## config.mk

```make
export PLATFORM = sky130hd
export DESIGN_NAME = conv3x3_mac
export DESIGN_NICKNAME = d
export VERILOG_FILES = /design/src/rtl/conv_pkg.sv /design/src/rtl/conv3x3_adder_tree.sv /design/src/rtl/conv3x3_mac.sv
export SDC_FILE = /design/constraint.sdc
export NUM_CORES = 2
export LEC_CHECK = 0
export CAP_MARGIN = 15
export CORE_MARGIN = 8
export CORE_UTILIZATION = 55
export DETAILED_ROUTE_END_ITERATION = 7
export GPL_TIMING_DRIVEN = 0
export PLACE_DENSITY = 0.7
export SYNTH_ARGS = -nofsm -noshare
export SYNTH_HDL_FRONTEND = slang
export SYNTH_HIERARCHICAL = 1
export SYNTH_SLANG_ARGS = --single-unit
```

## constraint.sdc

```tcl
create_clock -name clk -period 5.3 [get_ports clk]
set_clock_uncertainty 0.1 [all_clocks]
set_input_delay 0.53 -clock clk [delete_from_list [all_inputs] [get_ports clk]]
set_output_delay 0.53 -clock clk [all_outputs]
set_load 0.01 [all_outputs]
```

## src/rtl/conv_pkg.sv

```systemverilog
// Shared types and sizing helpers for the 3x3 convolution MAC.
package conv_pkg;

    typedef enum logic {
        S_LOAD = 1'b0,
        S_RUN  = 1'b1
    } state_t;

    localparam int NUM_TAPS  = 9;
    localparam int TAP_IDX_W = 4;
    localparam int ROW_GUARD = 2;
    localparam int SUM_GUARD = 4;

    // Width of the unsaturated kernel sum, given the width of one product.
    function automatic int sat_sum_width(input int prod_w);
        return prod_w + SUM_GUARD;
    endfunction

endpackage

```

## src/rtl/conv3x3_adder_tree.sv

```systemverilog
// Pipeline stages 2-3: row partial sums, final sum, clamp to the output width.
module conv3x3_adder_tree
    import conv_pkg::*;
#(
    parameter int P_W   = 17,
    parameter int OUT_W = 20
) (
    input  logic                    clk,
    input  logic                    rst,
    input  logic                    in_valid,
    input  logic                    in_eol,
    input  logic                    in_eof,
    input  logic signed [P_W-1:0]   prod [NUM_TAPS],
    output logic                    out_valid,
    output logic signed [OUT_W-1:0] out_data,
    output logic                    out_eol,
    output logic                    out_eof
);

    localparam int ROW_W = P_W + ROW_GUARD;
    localparam int SUM_W = sat_sum_width(P_W);
    localparam int EXT_W = (SUM_W > OUT_W) ? SUM_W : OUT_W;
    localparam logic signed [EXT_W-1:0] SAT_MAX = {{(EXT_W-OUT_W+1){1'b0}}, {(OUT_W-1){1'b1}}};
    localparam logic signed [EXT_W-1:0] SAT_MIN = ~SAT_MAX;

    logic signed [ROW_W-1:0] row_d [3];
    logic signed [ROW_W-1:0] row_q [3];
    logic                    s2_valid, s2_eol, s2_eof;
    logic signed [SUM_W-1:0] sum_d;
    logic signed [EXT_W-1:0] sum_ext;
    logic signed [EXT_W-1:0] sat_d;

    always_comb begin
        for (int r = 0; r < 3; r++) begin
            row_d[r] = ROW_W'(prod[3*r]) + ROW_W'(prod[3*r+1]) + ROW_W'(prod[3*r+2]);
        end
    end

    always_ff @(posedge clk or negedge rst) begin
        if (!rst) begin
            s2_valid <= 1'b0;
            s2_eol   <= 1'b0;
            s2_eof   <= 1'b0;
            for (int r = 0; r < 3; r++) row_q[r] <= '0;
        end else begin
            s2_valid <= in_valid;
            if (in_valid) begin
                s2_eol <= in_eol;
                s2_eof <= in_eof;
                for (int r = 0; r < 3; r++) row_q[r] <= row_d[r];
            end
        end
    end

    always_comb begin
        sum_d   = SUM_W'(row_q[0]) + SUM_W'(row_q[1]) + SUM_W'(row_q[2]);
        sum_ext = EXT_W'(sum_d);
        if (sum_ext > SAT_MAX)
            sat_d = SAT_MAX;
        else if (sum_ext < SAT_MIN)
            sat_d = SAT_MIN;
        else
            sat_d = sum_ext;
    end

    // Data and tags only move on valid results so they hold between them.
    always_ff @(posedge clk or negedge rst) begin
        if (!rst) begin
            out_valid <= 1'b0;
            out_data  <= '0;
            out_eol   <= 1'b0;
            out_eof   <= 1'b0;
        end else begin
            out_valid <= s2_valid;
            if (s2_valid) begin
                out_data <= sat_d[OUT_W-1:0];
                out_eol  <= s2_eol;
                out_eof  <= s2_eof;
            end
        end
    end

endmodule

```

## src/rtl/conv3x3_mac.sv

```systemverilog
// 3x3 window x signed kernel MAC with serial coefficient load and position tagging.
//   state  | meaning
//   S_LOAD | coefficients being written serially; windows are dropped
//   S_RUN  | kernel complete; windows accepted into the pipeline
module conv3x3_mac
    import conv_pkg::*;
#(
    parameter int input_y = 6,
    parameter int DATA_W  = 8,
    parameter int COEF_W  = 8,
    parameter int OUT_W   = 20
) (
    input  logic                       clk,
    input  logic                       rst,
    input  logic                       sof,
    input  logic                       win_valid,
    input  logic [NUM_TAPS*DATA_W-1:0] win_data,
    input  logic                       coef_load,
    input  logic signed [COEF_W-1:0]   coef_data,
    output logic                       coef_ready,
    output logic                       out_valid,
    output logic signed [OUT_W-1:0]    out_data,
    output logic                       out_eol,
    output logic                       out_eof,
    output logic                       drop_err,
    output logic                       state
);

    localparam int P_W   = DATA_W + COEF_W + 1;
    localparam int POS_N = input_y - 2;
    localparam int POS_W = (POS_N > 1) ? $clog2(POS_N) : 1;
    localparam logic [POS_W-1:0]     POS_MAX  = POS_W'(POS_N - 1);
    localparam logic [TAP_IDX_W-1:0] LAST_TAP = TAP_IDX_W'(NUM_TAPS - 1);

    state_t                  state_q, state_d;
    logic [TAP_IDX_W-1:0]    idx_q, idx_d, wr_idx;
    logic signed [COEF_W-1:0] coef_q [NUM_TAPS];
    logic [POS_W-1:0]        col_q, row_q, col_cur, row_cur;
    logic                    accept;
    logic signed [P_W-1:0]   prod_d [NUM_TAPS];
    logic signed [P_W-1:0]   prod_q [NUM_TAPS];
    logic                    s1_valid, s1_eol, s1_eof;

    assign coef_ready = (state_q == S_RUN);
    assign state      = state_q;
    assign accept     = win_valid & coef_ready;

    always_ff @(posedge clk or negedge rst) begin
        if (!rst) begin
            state_q <= S_LOAD;
            idx_q   <= '0;
        end else begin
            state_q <= state_d;
            idx_q   <= idx_d;
        end
    end

    always_comb begin
        state_d = state_q;
        idx_d   = idx_q;
        if (coef_load) begin
            if (state_q == S_LOAD) begin
                if (idx_q == LAST_TAP) begin
                    idx_d   = '0;
                    state_d = S_RUN;
                end else begin
                    idx_d = idx_q + TAP_IDX_W'(1);
                end
            end else begin
                idx_d   = TAP_IDX_W'(1);
                state_d = S_LOAD;
            end
        end
    end

    // A load while running restarts the kernel at tap 0.
    assign wr_idx = (state_q == S_RUN) ? '0 : idx_q;

    always_ff @(posedge clk or negedge rst) begin
        if (!rst) begin
            for (int k = 0; k < NUM_TAPS; k++) coef_q[k] <= '0;
        end else if (coef_load) begin
            for (int k = 0; k < NUM_TAPS; k++) begin
                if (wr_idx == TAP_IDX_W'(k)) coef_q[k] <= coef_data;
            end
        end
    end

    always_ff @(posedge clk or negedge rst) begin
        if (!rst)
            drop_err <= 1'b0;
        else if (win_valid && !coef_ready)
            drop_err <= 1'b1;
    end

    always_comb begin
        col_cur = sof ? '0 : col_q;
        row_cur = sof ? '0 : row_q;
    end

    always_ff @(posedge clk or negedge rst) begin
        if (!rst) begin
            col_q <= '0;
            row_q <= '0;
        end else if (accept) begin
            if (col_cur == POS_MAX) begin
                col_q <= '0;
                row_q <= (row_cur == POS_MAX) ? '0 : row_cur + POS_W'(1);
            end else begin
                col_q <= col_cur + POS_W'(1);
                row_q <= row_cur;
            end
        end else if (sof) begin
            col_q <= '0;
            row_q <= '0;
        end
    end

    // Pixels are unsigned, so widen with a zero sign bit before the signed multiply.
    always_comb begin
        for (int k = 0; k < NUM_TAPS; k++) begin
            prod_d[k] = P_W'($signed({1'b0, win_data[k*DATA_W +: DATA_W]})) * P_W'(coef_q[k]);
        end
    end

    always_ff @(posedge clk or negedge rst) begin
        if (!rst) begin
            s1_valid <= 1'b0;
            s1_eol   <= 1'b0;
            s1_eof   <= 1'b0;
            for (int k = 0; k < NUM_TAPS; k++) prod_q[k] <= '0;
        end else begin
            s1_valid <= accept;
            if (accept) begin
                s1_eol <= (col_cur == POS_MAX);
                s1_eof <= (col_cur == POS_MAX) && (row_cur == POS_MAX);
                for (int k = 0; k < NUM_TAPS; k++) prod_q[k] <= prod_d[k];
            end
        end
    end

    conv3x3_adder_tree #(
        .P_W   (P_W),
        .OUT_W (OUT_W)
    ) u_tree (
        .clk       (clk),
        .rst       (rst),
        .in_valid  (s1_valid),
        .in_eol    (s1_eol),
        .in_eof    (s1_eof),
        .prod      (prod_q),
        .out_valid (out_valid),
        .out_data  (out_data),
        .out_eol   (out_eol),
        .out_eof   (out_eof)
    );

endmodule

```

Yosys cells after proc, flatten, opt, wreduce, memory -nomap -nowiden:

Cells that the tools add are included.

* input port bits: 85
* bits in registers: 321
* logic and storage cells: 97

* reductions and logical operators: 13
* bitwise operators: 1
* order comparisons: 2
* mux-type cells: 14
* multiply operators: 9
* eq/ne operators: 11
* $add $sub $neg: 11

Operators with widths (count)
* $mul 9x8->17: 9
* $add 18x17->19: 3
* $add 17x17->18: 3
* $mux 20: 2
* $add 20x19->21: 1
* $gt 21x20->1 const B: 1
* $lt 21x20->1 const B: 1
* $add 19x19->20: 1
* $reduce_and 2->1: 9
* $eq 4x3->1 const B: 4
* $mux 2: 7
* $mux 4: 3
* $eq 4x2->1 const B: 2
* $eq 4x4->1 const B: 2
* $add 2x1->2 const B: 2
* $add 4x1->4 const B: 1
* $eq 2x2->1 const B: 2
* $eq 4x1->1 const B: 1
* $logic_not 4->1: 1
* $logic_and 1x1->1: 2
* $mux 1: 2
* $and 1x1->1: 1
* $logic_not 1->1: 1

Longest topological paths before layout:

* depth in word-level cells: 5
* gate-level depth with buffers: 18

Modules after synthesis:

Netlist, hierarchy kept.

By module, submodules not included
* conv3x3_mac: area each 28208.3 um^2, seq. area each 5955.7 um^2, cells an instance 3009, times used 1
* conv3x3_adder_tree: area each 7776.2 um^2, seq. area each 2077.0 um^2, cells an instance 751, times used 1

Least setup slack after synthesis:

OpenSTA, ideal clock, no wires.

* kind: input-to-reg
* from: in win_data[37]
* to: reg prod_q[83] (netlist bit)
* path slack: 1.036 ns
* arrival: 4.088 ns
* required time: 5.124 ns
* stages: 16
* path buffers: 0
* cells stage by stage: and2_1 fa_1 inv_1 fa_1 inv_1 fa_1 inv_1 fa_1 inv_1 ha_1 o211a_1 o21ai_1 a311oi_2 a41oi_1 xor2_1 o21ai_1

* cells in the longest elaborated chain, start to end: 1

Ends and longest elaborated chain
* from (decl): RTL line conv3x3_mac.sv:17 `input logic [NUM_TAPS*DATA_W-1:0] win_data,`
* $mul 9x8->17: RTL line conv3x3_mac.sv:122 `prod_d[k] = P_W'($signed({1'b0, win_data[k*DATA_W +: DATA_W]})) * P_W'(coef_q[k]);`
* to (decl): RTL line conv3x3_mac.sv:41 `logic signed [P_W-1:0] prod_q [NUM_TAPS];`

No other way between the ends.
A chain may end at the register's enable or synchronous reset.

Final worst setup path:

* from: in win_data[37]
* to: reg prod_q[84] (netlist bit)

The elaborated chain is that of the path after synthesis.

==> metrics.txt <==
status=completed; drt drc=0; layout cells sized above 1=under 10%; Period minus WS final=5.01 ns; DP HPWL=between 60000 and 70000 um; Syn Area/Cell=9.57 um^2; GR Overflow Total=0; Worst Hold Depth=0; warnings from Yosys=6; Clock Latency Late Sink=0.58 ns; global-route wire length before repair=roughly 150000 um; clk buf depth=3; placed instance area=between 30000 and 40000 um^2; FF-to-FF path depth=16; Die Y=272 um; initial core utilization=55.7%; Max Slew Vio Count=0; post-synthesis compound-gate area fraction=under 10%; syn nets=4713; Rows=93; via count of the routed design=26.4k; Layout area overhead=9.98%; NumNets Final=between 4k and 5k; Slew @ Worst Pin=1.21 ns; initial antenna violation count=9; Setup WS pre-CTS=-0.249 ns; crit path kind=input port to flip-flop; maximum fanout along the worst path=8; Fmax achieved=200 MHz; H-tree depth=2; Fin. Hold Viols=0; drt total wl=87300 um; initial detailed-routing violation count=1632; CP startpoint kind=input port; Wirelength per Cell=~18 um; Synth Area in XOR/XNOR=roughly 3.5%; Final GP Congestion=0.921; fin crit share=94.5%; PnR worst setup slack=0.292 ns; crit end category=flip-flop; CP required=about 5.6 ns; ys flop type=dfrtp_1; Cells after Synth=3760; Synth Area in Adders=38.7%; Sink Count=roughly 320; Total GRT Usage=roughly a quarter; setup tns final=0 ns; FF+latch count, synth=321; Post-synth EDFFs=0; I/O pin total=about 110; Max-slew headroom=approximately a fifth; count of final setup violators=0; Clock Pin Slew Worst Setup and Hold Paths=0.06 ns; async set-reset flop share out of synthesis=100%; Routed Antenna Nets=0; largest family of logic cells by synthesized area=adder cells; multiplexer share of the synthesized area=3.50%; Post-CTS Resized=0; reg2reg setup slack=0.37 ns; die width=272 um; Num CTS Buffers=40; maxcap violations=0; Mapped Area=36000 um^2; pin count of the biggest net entering global routing=120; Clock Tree Root=clkbuf_16; hold slack=0.274 ns; Final Cell Area=39600 um^2; post-synth cell types=75; drt first pass iters=6; RSZ-0062 raised after global routing=no; vias in the first global route=27.5k; Filler cells=5638; sequential share of the synthesized area=22.3%; Worst EP arrival=5.33 ns; DR vias/cell=5.50; CTS tree=yes; worst hold path type=flip-flop to flip-flop; IO Port Bufs=between 100 and 150; Post-Synth Simple-Gate Area=between 10% and 20%; Core Box Area=64600 um^2; Die ar.=73900 um^2
## cell usage in the layout, fill, tap and decap left out, types with 8 or more instances in the layout
master	instances
a211oi_1	15
a21o_1	45
a21oi_1	144
a311oi_1	8
a31oi_1	12
and2_1	359
buf_2	20
clkbuf_1	35
clkbuf_16	40
clkbuf_8	8
clkdlybuf4s50_1	108
clkinv_2	9
dfrtp_1	321
fa_1	407
ha_1	461
inv_1	581
mux2_1	14
mux2_2	96
nand2_1	484
nand2b_1	53
nand3_1	25
nand4_1	15
nor2_1	100
nor2b_1	22
nor3_1	30
o211ai_1	18
o21a_1	15
o21ai_0	137
o21ai_1	46
o21bai_1	13
o22ai_1	12
o22ai_2	9
o31ai_1	15
xnor2_1	65
xor2_1	79
## flip-flops by register name (all words and copies together) (netlist names)
name	cells
s1_eol	1
col_q	2
u_tree/s2_eol	1
u_tree/out_eol	1
s1_valid	1
u_tree/out_eof	1
u_tree/row_q	57
s1_eof	1
u_tree/out_data	20
prod_q	153
coef_ready	1
coef_q	72
u_tree/out_valid	1
u_tree/s2_valid	1
drop_err	1
idx_q	4
row_q	2
u_tree/s2_eof	1
## cell usage after synthesis, types with 46 or more instances
cell | n | share of area, %
nor2_1 | 100 | 1.0
ha_1 | 461 | 16
dfrtp_1 | 321 | 22
nand2b_1 | 53 | 0.92
xor2_1 | 79 | 1.9
o21ai_0 | 137 | 1.9
mux2_2 | 96 | 3.0
nand2_1 | 484 | 5.0
o21ai_1 | 46 | 0.64
inv_1 | 581 | 6.1
xnor2_1 | 65 | 1.6
fa_1 | 407 | 23
a21oi_1 | 144 | 2.0
and2_1 | 359 | 6.2
## critical path: stages
cell,delay (ns)
clkdlybuf4s50_1,0.56
and2_1,0.26
fa_1,0.54
inv_1,0.06
fa_1,0.53
inv_1,0.06
fa_1,0.48
inv_1,0.06
fa_1,0.48
inv_1,0.04
ha_1,0.33
o211ai_1,0.23
a21oi_1,0.09
o21ai_1,0.32
o21bai_1,0.15
xnor2_1,0.42
o21ai_0,0.18
## metrics by stage
| stage | utilization, % | cells |
|---|---|---|
| detailed placement | 59.2 | 4727 |
| CTS | 61.3 | 4802 |
| global route | 61.3 | 4803 |
| finish | 61.3 | 4804 |
| global placement | 59.1 | 4724 |
| floorplan | - | 3760 |
## path summary, 6_finish.rpt
check / startpoint / endpoint
worst min register to register: s1_valid$_DFF_PN0_ / u_tree/s2_valid$_DFF_PN0_
min in group asynchronous: rst / coef_q[69]$_DFFE_PN0P_
worst min-delay path: s1_valid$_DFF_PN0_ / u_tree/s2_valid$_DFF_PN0_
worst max-delay path: win_data[37] / prod_q[84]$_DFFE_PN0P_
worst max register to register: coef_q[34]$_DFFE_PN0P_ / prod_q[84]$_DFFE_PN0P_
max in group asynchronous: rst / coef_q[15]$_DFFE_PN0P_
## area by class of cell
| cell class | count | area [um^2] | area share, % |
|---|---|---|---|
| Multi-Input combinational cell | 2797 | 25500 | 64.4 |
| Sequential cell | 321 | 8030 | 20.3 |
| Inverter | 584 | 2190 | 5.54 |
| Timing Repair Buffer | 113 | 1180 | 2.97 |
| Clock buffer | 53 | 1130 | 2.85 |
| Tap cell | 855 | 1070 | 2.70 |
| Buffer | 58 | 280 | 0.708 |
| Clock inverter | 21 | 209 | 0.528 |
| Antenna cell | 2 | 5.00 | 0.0126 |
## timing repair
item / 4_1_cts / 5_1_grt
endpoints found under the hold margin: 94 / 0
hold buffers: 1 / 0
buffers inserted: 0 / 0
## cells by family (layout without fill, tap and decap cells)
kind of cell | Yosys count | count (layout)
mux | 112 | 112
xor+xnor | 144 | 144
simple gates | 1115 | 1115
compound gates | 558 | 558
fa+ha+maj | 868 | 868
buf+inv | 642 | 829
other cells | 0 | 2
flops | 321 | 321
## routing by layer
layer	part of all wire [%]	global-route usage, %
met3	5.9	3.69
met1	45	33.4
met2	47	40.1
met4	2.4	6.43
met5	0.025	0
Power is not shown: default switching activity piles up to over one toggle a cycle in this logic, so the estimate is an artifact.
